===== src/rtl/note_pitch_mapper_if.sv =====
// Request/result bundle for the note-to-phase-increment mapper.
// The master drives requests and consumes results; the slave is the mapper.
interface note_pitch_mapper_if #(
    parameter int NOTE_W = 9,
    parameter int OUT_W  = 24,
    parameter int FRAC_W = 8,
    parameter int CH_W   = 4
);
    logic              in_valid;
    logic              in_ready;
    logic [NOTE_W-1:0] in_note;
    logic [FRAC_W-1:0] in_frac;
    logic [CH_W-1:0]   in_chan;
    logic              out_valid;
    logic [OUT_W-1:0]  out_const;
    logic [CH_W-1:0]   out_chan;
    logic              out_sat;

    modport master (
        output in_valid, in_note, in_frac, in_chan,
        input  in_ready, out_valid, out_const, out_chan, out_sat
    );

    modport slave (
        input  in_valid, in_note, in_frac, in_chan,
        output in_ready, out_valid, out_const, out_chan, out_sat
    );
endinterface


===== src/rtl/note_pitch_mapper.sv =====
// Note number + fractional bend -> oscillator phase-increment constant.
// Octave/semitone split by repeated subtraction of 12, a 12-entry semitone
// table, linear interpolation toward the next semitone, then an octave
// shift relative to REF_OCT with saturation on overflow.
module note_pitch_mapper #(
    parameter int NOTE_W  = 9,
    parameter int OUT_W   = 24,
    parameter int FRAC_W  = 8,
    parameter int CH_W    = 4,
    parameter int REF_OCT = 10
) (
    input  logic                clk,
    input  logic                reset_reg_N,
    note_pitch_mapper_if.slave  bus
);

    // Largest octave a note can reach and the widest upward shift it implies;
    // the shift datapath is wide enough that nothing wraps before the
    // saturation compare.
    localparam int MAX_OCT = ((1 << NOTE_W) - 1) / 12;
    localparam int MAX_SH  = (MAX_OCT > REF_OCT) ? (MAX_OCT - REF_OCT) : 0;
    localparam int WIDE_W  = (((13 + MAX_SH) > OUT_W) ? (13 + MAX_SH) : OUT_W) + 1;
    localparam int PROD_W  = 13 + FRAC_W;

    typedef enum logic [2:0] {
        S_IDLE   = 3'd0,
        S_DIV    = 3'd1,
        S_LOOK   = 3'd2,
        S_INTERP = 3'd3,
        S_SHIFT  = 3'd4
    } state_t;

    state_t            r_state;
    state_t            w_state_nxt;
    logic [NOTE_W-1:0] r_rem;
    logic [NOTE_W-1:0] r_oct;
    logic [FRAC_W-1:0] r_frac;
    logic [CH_W-1:0]   r_chan;
    logic [12:0]       r_base;
    logic [12:0]       r_nxt;
    logic [12:0]       r_f;
    logic              r_out_valid;
    logic [OUT_W-1:0]  r_out_const;
    logic [CH_W-1:0]   r_out_chan;
    logic              r_out_sat;

    logic [12:0]       w_diff;
    logic [PROD_W-1:0] w_prod;
    logic [12:0]       w_f;
    logic [NOTE_W-1:0] w_sh_up;
    logic [NOTE_W-1:0] w_sh_dn;
    logic [WIDE_W-1:0] w_wide;
    logic [OUT_W-1:0]  w_const;
    logic              w_sat;

    // Base constant of semitone s within the reference octave.
    function automatic logic [12:0] semi_base(input logic [3:0] s);
        logic [12:0] v;
        case (s)
            4'd0:    v = 13'd2608;
            4'd1:    v = 13'd2763;
            4'd2:    v = 13'd2927;
            4'd3:    v = 13'd3101;
            4'd4:    v = 13'd3286;
            4'd5:    v = 13'd3481;
            4'd6:    v = 13'd3688;
            4'd7:    v = 13'd3908;
            4'd8:    v = 13'd4140;
            4'd9:    v = 13'd4386;
            4'd10:   v = 13'd4647;
            4'd11:   v = 13'd4923;
            default: v = 13'd0;
        endcase
        return v;
    endfunction

    // Constant one semitone above s; the top semitone wraps to twice the bottom.
    function automatic logic [12:0] semi_next(input logic [3:0] s);
        logic [12:0] v;
        if (s == 4'd11) begin
            v = 13'd5216;
        end else begin
            v = semi_base(s + 4'd1);
        end
        return v;
    endfunction

    assign bus.in_ready  = (r_state == S_IDLE);
    assign bus.out_valid = r_out_valid;
    assign bus.out_const = r_out_const;
    assign bus.out_chan  = r_out_chan;
    assign bus.out_sat   = r_out_sat;

    // State register.
    always_ff @(posedge clk) begin
        if (!reset_reg_N) begin
            r_state <= S_IDLE;
        end else begin
            r_state <= w_state_nxt;
        end
    end

    // Next-state logic: one accept, divide loop, then three fixed steps.
    always_comb begin
        w_state_nxt = r_state;
        case (r_state)
            S_IDLE: begin
                if (bus.in_valid) begin
                    w_state_nxt = S_DIV;
                end else begin
                    w_state_nxt = S_IDLE;
                end
            end
            S_DIV: begin
                if (r_rem >= NOTE_W'(12)) begin
                    w_state_nxt = S_DIV;
                end else begin
                    w_state_nxt = S_LOOK;
                end
            end
            S_LOOK:   w_state_nxt = S_INTERP;
            S_INTERP: w_state_nxt = S_SHIFT;
            S_SHIFT:  w_state_nxt = S_IDLE;
            default:  w_state_nxt = S_IDLE;
        endcase
    end

    // Linear bend between the current and next semitone, truncating.
    always_comb begin
        w_diff = r_nxt - r_base;
        w_prod = PROD_W'(w_diff) * PROD_W'(r_frac);
        w_f    = r_base + 13'(w_prod >> FRAC_W);
    end

    // Octave shift relative to REF_OCT; overflow is caught on the wide value
    // before it is narrowed to the output width.
    always_comb begin
        w_sh_up = r_oct - NOTE_W'(REF_OCT);
        w_sh_dn = NOTE_W'(REF_OCT) - r_oct;
        w_wide  = WIDE_W'(r_f) << w_sh_up;
        w_const = '0;
        w_sat   = 1'b0;
        if (r_oct >= NOTE_W'(REF_OCT)) begin
            if ((32'(w_sh_up) >= 32'(OUT_W)) && (r_f != 13'd0)) begin
                w_const = '1;
                w_sat   = 1'b1;
            end else if (w_wide > WIDE_W'({OUT_W{1'b1}})) begin
                w_const = '1;
                w_sat   = 1'b1;
            end else begin
                w_const = OUT_W'(w_wide);
                w_sat   = 1'b0;
            end
        end else begin
            if (32'(w_sh_dn) >= 32'd13) begin
                w_const = '0;
            end else begin
                w_const = OUT_W'(r_f >> w_sh_dn);
            end
            w_sat = 1'b0;
        end
    end

    // Datapath and output registers; results hold between strobes.
    always_ff @(posedge clk) begin
        if (!reset_reg_N) begin
            r_rem       <= '0;
            r_oct       <= '0;
            r_frac      <= '0;
            r_chan      <= '0;
            r_base      <= 13'd0;
            r_nxt       <= 13'd0;
            r_f         <= 13'd0;
            r_out_valid <= 1'b0;
            r_out_const <= '0;
            r_out_chan  <= '0;
            r_out_sat   <= 1'b0;
        end else begin
            r_out_valid <= 1'b0;
            case (r_state)
                S_IDLE: begin
                    if (bus.in_valid) begin
                        r_rem  <= bus.in_note;
                        r_oct  <= '0;
                        r_frac <= bus.in_frac;
                        r_chan <= bus.in_chan;
                    end
                end
                S_DIV: begin
                    if (r_rem >= NOTE_W'(12)) begin
                        r_rem <= r_rem - NOTE_W'(12);
                        r_oct <= r_oct + NOTE_W'(1);
                    end
                end
                S_LOOK: begin
                    r_base <= semi_base(r_rem[3:0]);
                    r_nxt  <= semi_next(r_rem[3:0]);
                end
                S_INTERP: begin
                    r_f <= w_f;
                end
                S_SHIFT: begin
                    r_out_const <= w_const;
                    r_out_sat   <= w_sat;
                    r_out_chan  <= r_chan;
                    r_out_valid <= 1'b1;
                end
                default: begin
                    r_out_valid <= 1'b0;
                end
            endcase
        end
    end

endmodule


===== src/flat_wrapper.sv =====
// flat-port wrapper written by rule: the top's interface ports become plain ports
module note_pitch_mapper_flat 
#(
    parameter int NOTE_W  = 9,
    parameter int OUT_W   = 24,
    parameter int FRAC_W  = 8,
    parameter int CH_W    = 4,
    parameter int REF_OCT = 10
)
  (clk, reset_reg_N, bus_in_valid, bus_in_note, bus_in_frac, bus_in_chan, bus_in_ready, bus_out_valid, bus_out_const, bus_out_chan, bus_out_sat);
  note_pitch_mapper_if #(.NOTE_W(NOTE_W), .OUT_W(OUT_W), .FRAC_W(FRAC_W), .CH_W(CH_W)) bus_i ();
  input  logic clk;
  input  logic reset_reg_N;
  input wire logic [$bits(bus_i.in_valid)-1:0] bus_in_valid;
  input wire logic [$bits(bus_i.in_note)-1:0] bus_in_note;
  input wire logic [$bits(bus_i.in_frac)-1:0] bus_in_frac;
  input wire logic [$bits(bus_i.in_chan)-1:0] bus_in_chan;
  output wire logic [$bits(bus_i.in_ready)-1:0] bus_in_ready;
  output wire logic [$bits(bus_i.out_valid)-1:0] bus_out_valid;
  output wire logic [$bits(bus_i.out_const)-1:0] bus_out_const;
  output wire logic [$bits(bus_i.out_chan)-1:0] bus_out_chan;
  output wire logic [$bits(bus_i.out_sat)-1:0] bus_out_sat;
  assign bus_i.in_valid = bus_in_valid;
  assign bus_i.in_note = bus_in_note;
  assign bus_i.in_frac = bus_in_frac;
  assign bus_i.in_chan = bus_in_chan;
  assign bus_in_ready = bus_i.in_ready;
  assign bus_out_valid = bus_i.out_valid;
  assign bus_out_const = bus_i.out_const;
  assign bus_out_chan = bus_i.out_chan;
  assign bus_out_sat = bus_i.out_sat;
  note_pitch_mapper #(.NOTE_W(NOTE_W), .OUT_W(OUT_W), .FRAC_W(FRAC_W), .CH_W(CH_W), .REF_OCT(REF_OCT)) u_core (.clk(clk), .reset_reg_N(reset_reg_N), .bus(bus_i));
endmodule

===== config.mk =====
export PLATFORM = sky130hd
export DESIGN_NAME = note_pitch_mapper_flat
export DESIGN_NICKNAME = d
export VERILOG_FILES = /design/src/rtl/note_pitch_mapper_if.sv /design/src/rtl/note_pitch_mapper.sv /design/src/flat_wrapper.sv
export SDC_FILE = /design/constraint.sdc
export NUM_CORES = 1
export LEC_CHECK = 0
export BUFFER_PORTS_ARGS = -buffer_cell sky130_fd_sc_hd__buf_2
export CORE_ASPECT_RATIO = 1.4
export CORE_MARGIN = 2
export CORE_UTILIZATION = 55
export DETAILED_ROUTE_END_ITERATION = 6
export PLACE_DENSITY = 0.83
export SYNTH_ARGS = -nofsm -noshare
export SYNTH_HDL_FRONTEND = slang
export SYNTH_SLANG_ARGS = --single-unit

===== constraint.sdc =====
create_clock -name clk -period 17.25 [get_ports clk]
set_clock_uncertainty 0.05 [all_clocks]
set_input_delay 0 -clock clk [delete_from_list [all_inputs] [get_ports clk]]
set_output_delay 0 -clock clk [all_outputs]
set_load 0.01 [all_outputs]

== Yosys cells after proc, flatten, opt, wreduce, memory -nomap -nowiden ==
Memory sizes are Yosys's and may differ from the RTL's. A register that Yosys moved wholly into a read port is not among the register bits.
Index checks and enable logic that the tools add are counted.

* Register bits after elaboration: 89
* Memory bits (read-only): 416
* Bits of input ports: 24
* Output and inout bits: 31
* Word-level logic and storage cells: 60
* Memories kept: 2

{| class="wikitable"
|+ Memories
! memory !! depth !! bits a word !! read ports !! clocked after memory_dff !! write ports !! RTL line !! source
|-
| (no name shown) || 16 || 13 || 1 || 1 || 0 || note_pitch_mapper.sv:59 || <nowiki>case (s)</nowiki>
|-
| (no name shown) || 16 || 13 || 1 || 0 || 0 || note_pitch_mapper.sv:59 ||
|}

* Add/subtract/negate cells: 7
* $mul: 1
* $lt $le $gt $ge: 5
* Equality and inequality tests: 7
* Shift-type cells: 2
* Multiplexer cells: 18
* Reduce and logical (&&, ||, !) cells: 7

{| class="wikitable"
|+ Operator list
! kind !! number
|-
| 2-to-1 mux 24 bit || 4
|-
| > comparator 46 x 24 -> 1 bit, second input constant || 1
|-
| << shifter 13 x 9 -> 46 bit || 1
|-
| 2-to-1 mux 9 bit || 4
|-
| one-hot mux 9 bit (2 select lines) || 2
|-
| greater-or-equal comparator 9 x 4 -> 1 bit, second input constant || 3
|-
| >> shifter 13 x 9 -> 24 bit || 1
|-
| multiplier 13 x 8 -> 21 bit || 1
|-
| subtractor 9 x 4 -> 9 bit, second input constant || 2
|-
| adder 13 bit || 1
|-
| 2-to-1 mux 13 bit || 1
|-
| nonzero test 13 bit || 1
|-
| subtractor 13 bit || 1
|-
| one-hot mux 3 bit (4 select lines) || 1
|-
| adder 9 x 1 -> 9 bit, second input constant || 1
|-
| greater-or-equal comparator 9 x 5 -> 1 bit, second input constant || 1
|-
| subtractor 4 x 9 -> 9 bit, first input constant || 1
|-
| == test 3 x 2 -> 1 bit, second input constant || 2
|-
| 2-to-1 mux 1 bit || 5
|-
| adder 4 x 1 -> 4 bit, second input constant || 1
|-
| == test 4 bit, second input constant || 1
|-
| == test 3 x 1 -> 1 bit, second input constant || 1
|-
| == test 3 bit, second input constant || 1
|-
| zero test 3 bit || 1
|-
| 8 further kinds || 8
|}

== Longest topological paths before layout ==
* Depth in word-level cells: 6
* Depth in mapped cells: 35
* Gate-level depth less buffers: 35

== Worst setup path before layout ==
Ideal clock, no wire load.

* Path type: flip-flop to flip-flop
* From: register u_core.r_base[1]
* To: register u_core.r_f[12]
* Setup time: 0.132 ns
* Arrival: 7.435 ns
* Data required time: 17.068 ns
* Slack: 9.632 ns
* Stages on the path, launching flop included: 35
* Path buffers: 0
* Clock period less this slack: 7.618 ns
* Path through: dfxtp_1 inv_1 ha_1 nor2b_1 o21ai_0 a21boi_0 o21ai_0 a21boi_0 o21ai_0 a21oi_1 o21a_1 or3b_2 fa_1 inv_1 fa_1 fa_1 inv_1 fa_1 inv_1 ha_1 a21o_1 a21oi_1 o21ai_0 o31ai_1 o21bai_1 a211oi_1 nor2_1 ha_1 a21oi_1 o22ai_1 a211o_1 a21oi_1 xnor2_1 xnor2_1 a21oi_1

* Cells in the longest elaborated chain, start to end: 3

{| class="wikitable"
|+ Ends and longest elaborated chain
! what !! RTL line !! source
|-
| from (decl) || note_pitch_mapper.sv:39 || <nowiki>logic [12:0] r_base;</nowiki>
|-
| subtractor 13 bit || note_pitch_mapper.sv:130 || <nowiki>w_diff = r_nxt - r_base;</nowiki>
|-
| multiplier 13 x 8 -> 21 bit || note_pitch_mapper.sv:131 || <nowiki>w_prod = PROD_W'(w_diff) * PROD_W'(r_frac);</nowiki>
|-
| adder 13 bit (*) || note_pitch_mapper.sv:132 || <nowiki>w_f = r_base + 13'(w_prod >> FRAC_W);</nowiki>
|-
| to (signal assigned) || note_pitch_mapper.sv:200 || <nowiki>r_f <= w_f;</nowiki>
|-
| to (decl) || note_pitch_mapper.sv:41 || <nowiki>logic [12:0] r_f;</nowiki>
|}

Mark *: on every way between the ends. The rest lies on a longest branch, timed or not.
A chain may end at the register's enable or synchronous reset.

== Final worst setup path ==
* From: register u_core.r_nxt[0]
* To: register u_core.r_f[12]

* Cells in the longest elaborated chain, start to end: 3

{| class="wikitable"
|+ Ends and longest elaborated chain
! what !! RTL line !! source
|-
| from (decl) || note_pitch_mapper.sv:40 || <nowiki>logic [12:0] r_nxt;</nowiki>
|-
| from (signal assigned) || note_pitch_mapper.sv:197 || <nowiki>r_nxt <= semi_next(r_rem[3:0]);</nowiki>
|-
| subtractor 13 bit || note_pitch_mapper.sv:130 ||
|-
| multiplier 13 x 8 -> 21 bit || note_pitch_mapper.sv:131 ||
|-
| adder 13 bit || note_pitch_mapper.sv:132 ||
|}

Every way passes these cells.

==> results.txt <==
Clk network pwr share: 11.8%
Starting Density: 56.05%
Hold Fails Final Rpt: 0
Initial DRC count: 968
Antenna Diode Count: 0
Final GP Congestion: 0.9763
Max frequency: 117.4 MHz
CTS sink cnt: 102
CP max-delay cell: fa_1
Layout Nets: 1,623
Multi-input gate area: 8304 sq um
IO buf count: 54
Most frequent cells in the layout: nand2_1, inv_1, nor2_1, a21oi_1, dfxtp_1
P&R area growth vs syn: 7.363%
Switching power: 0.0009557 W
Sequential share of power: 17.2%
Final-report max-slew violation count: 0
Final setup vio count: 0
Post-Place Cell Area: 11,470 sq um
Clk buf depth: 2
Yosys cell types: 84
Sequential cell area fraction in the yosys report: 18.29%
Post-route cell area: 11,990 sq um
Leakage power: 5.140 nW
I/O Pins: 55
Initial antenna violation count: 0
Switching Share: 51.19%
Fillers: 1,715
Worst Tran Pin Value: 1.161 ns
Layout cells sized above 1: 9.472%
Post-synthesis cell area: 11,160 sq um
Worst skew pair latency: 0.36 ns
Root Buffer: clkbuf_16
FFs w/ async S/R, synth: 0%
WP data arrival: 8.70 ns
Clk pin slew, worst setup/hold paths: 0.07 ns
Mapped Avg Cell Area: 7.721 sq um
Most used DFF post-synth: dfxtp_1
Antenna-violating nets left: 0
DRC: 0
Setup CP Type: reg -> reg
Vias in the first global route: 10,680
Worst hold path class: in -> reg
Vias per std cell: 6.272
Comb power frac: 71.0%
Max Fanout on Critical Path: 8
Vias post-DR: 10,720
Critical path's largest stage delay: 0.54 ns
Sequential cell area: 2042 sq um
Die W: 124.4 um
Worst endpoint required time: 17.43 ns
Status: complete, no violations
CTS tree: done
Most frequent CP cell: fa_1
DRT Wirelength: 32,370 um
Core ar.: 19,920 sq um
Syn. warnings: 0
Syn nets: 1,617
Total GRT Usage: 29.84%
Bufs and invs on worst path: 4
Max_cap viols: 0
Nature of the critical path startpoint: flip-flop
Worst path top cell family by delay: adder cells
CTS resizes: 0
EDFF count, synth: 0
P_int: 0.0009112 W
Initial DRT Pass Iterations: 6
Pin count of the biggest net entering global routing: 80
Setup TNS: 0 ns
Rel. slew slack: 22.06%
DIE HEIGHT: 172.6 um
VDD IR max: 0.1138 mV
Inserted Clock Buffers: 9
HPWL after detailed placement: 24,150 um
CTS HTree Levels: 3
PwrDens: 155.7 nW/um^2
Tcrit/Tclk final: 49.39%
Total grt overflow: 0
Final Critical Period: 8.519 ns
Synth Instances: 1,446
Die area: 21,470 sq um
RSZ-0062 raised after global routing: false
Power, Total: 0.001867 W
Worst setup EP type: flip-flop
# rows: 61
First-pass GRT wire length: 52,990 um
Commonest non-fill, non-tap cell in the layout: nand2_1
Wire per inst: 18.94 um
#FFs+latches synth: 102
-- state kept, by name (all words and copies together) (netlist names) --
name and cells:
u_core.bus.out_valid 1, u_core.r_oct 9, u_core.bus.out_const 24, u_core.bus.out_chan 4, u_core.r_state 3, u_core.r_nxt 13, u_core.r_base 13, u_core.r_f 13
u_core.bus.out_sat 1, u_core.r_chan 4, u_core.r_frac 8, u_core.r_rem 9
-- worst paths after layout --
| path | cells after the start | slack, ns | startpoint | to |
|---|---|---|---|---|
| setup / recovery | 35 | 8.73 | u_core.r_nxt[0]$_SDFFE_PN0N_ | u_core.r_f[12]$_SDFFE_PN0P_ |
| hold / removal | 4 | 0.04 | bus_in_note[6] | u_core.r_rem[6]$_SDFFE_PN0P_ |
| setup reg to reg | 35 | 8.73 | u_core.r_nxt[0]$_SDFFE_PN0N_ | u_core.r_f[12]$_SDFFE_PN0P_ |
| hold reg to reg | 2 | 0.41 | u_core.r_chan[3]$_SDFFE_PN0P_ | u_core.bus.out_chan[3]$_SDFFE_PN0P_ |
-- through the flow --
step | instances | worst slack (ns) | hold WS (ns) | util, %
final | 1709 | 8.731 | 0.04401 | 60.17
after global routing | 1709 | 7.973 | 0.05063 | 60.17
after CTS | 1709 | 8.765 | 0.03197 | 60.17
after detailed placement | 1673 | 8.872 | 0.1946 | 57.59
after global placement | 1673 | 9.215 | 0.1893 | 57.59
after floorplan | 1446 | 9.632 | 0.08596 | -
-- power groups by stage --
stage	registers (W)	logic (W)	clock network [W]
floorplan	0.000290	0.00104	0
global placement	0.000324	0.00125	0
detailed placement	0.000324	0.00130	0
CTS	0.000319	0.00131	0.000221
global route	0.000326	0.00148	0.000229
finish	0.000322	0.00133	0.000220
-- per-layer routing --
layer,global-route usage [%],share of wire (%)
met3,3.775,5.1
met4,20.83,7.6
met2,54.14,51
met1,31.78,36
met5,0,0
-- worst reg2reg max path: cells and delay by family, from the launching register on --
kind / cells / cell delay [ns]
fa+ha+maj: 8 / 3.32
buf+inv: 4 / 0.19
xor+xnor: 3 / 0.80
compound gates: 16 / 3.12
flops: 1 / 0.35
simple gates: 4 / 0.55
-- synthesized netlist by cell type, types with 9 or more instances --
master / instances / area [sq um]
xor2_1: 9 / 78.83
inv_1: 113 / 424.2
o31ai_1: 11 / 82.58
a21oi_1: 112 / 560.5
o21ai_0: 62 / 310.3
xnor2_1: 36 / 315.3
ha_1: 80 / 1001
nor3_1: 35 / 175.2
or3_1: 9 / 56.30
nand2b_1: 32 / 200.2
a22oi_1: 24 / 180.2
nand2_1: 189 / 709.4
buf_1: 10 / 37.54
a21boi_0: 9 / 67.56
dfxtp_1: 102 / 2042
clkbuf_1: 75 / 281.5
nor2_1: 112 / 420.4
and2_1: 45 / 281.5
nor3b_1: 16 / 120.1
mux2i_1: 29 / 290.3
nand3_1: 25 / 125.1
a31oi_1: 11 / 68.82
fa_1: 67 / 1341
a211oi_1: 21 / 157.7
mux2_2: 12 / 135.1
o22ai_1: 13 / 81.33
o21ai_2: 14 / 122.6
nor2b_1: 20 / 125.1
-- final cells by class --
cell class                 count  share of cell area (%)
clock buffer                  10                   1.994
clock inverter                 6                  0.6263
inverter                     114                   3.570
multi-input combinational   1136                   69.28
sequential                   102                   17.04
tap                          252                   2.630
timing repair buffer          89                   4.864
-- logic make-up (layout without fill, tap and decap cells) --
family          Yosys count  after routing  synth area share [%]
compound gates          383            383                 23.31
mux                      44             44                 4.416
fa+ha+maj               147            147                 20.98
xor+xnor                 45             45                 3.530
buf+inv                 208            219                 7.397
flops                   102            102                 18.29
simple gates            517            517                 22.08
-- repair_timing --
item	4_1_cts	5_1_grt
hold buffers	20	0
setup buffers	0	0
hold endpoints to repair	20	0
setup endpoints to repair	0	0
No activity file was read; power rests on OpenSTA's default activity.
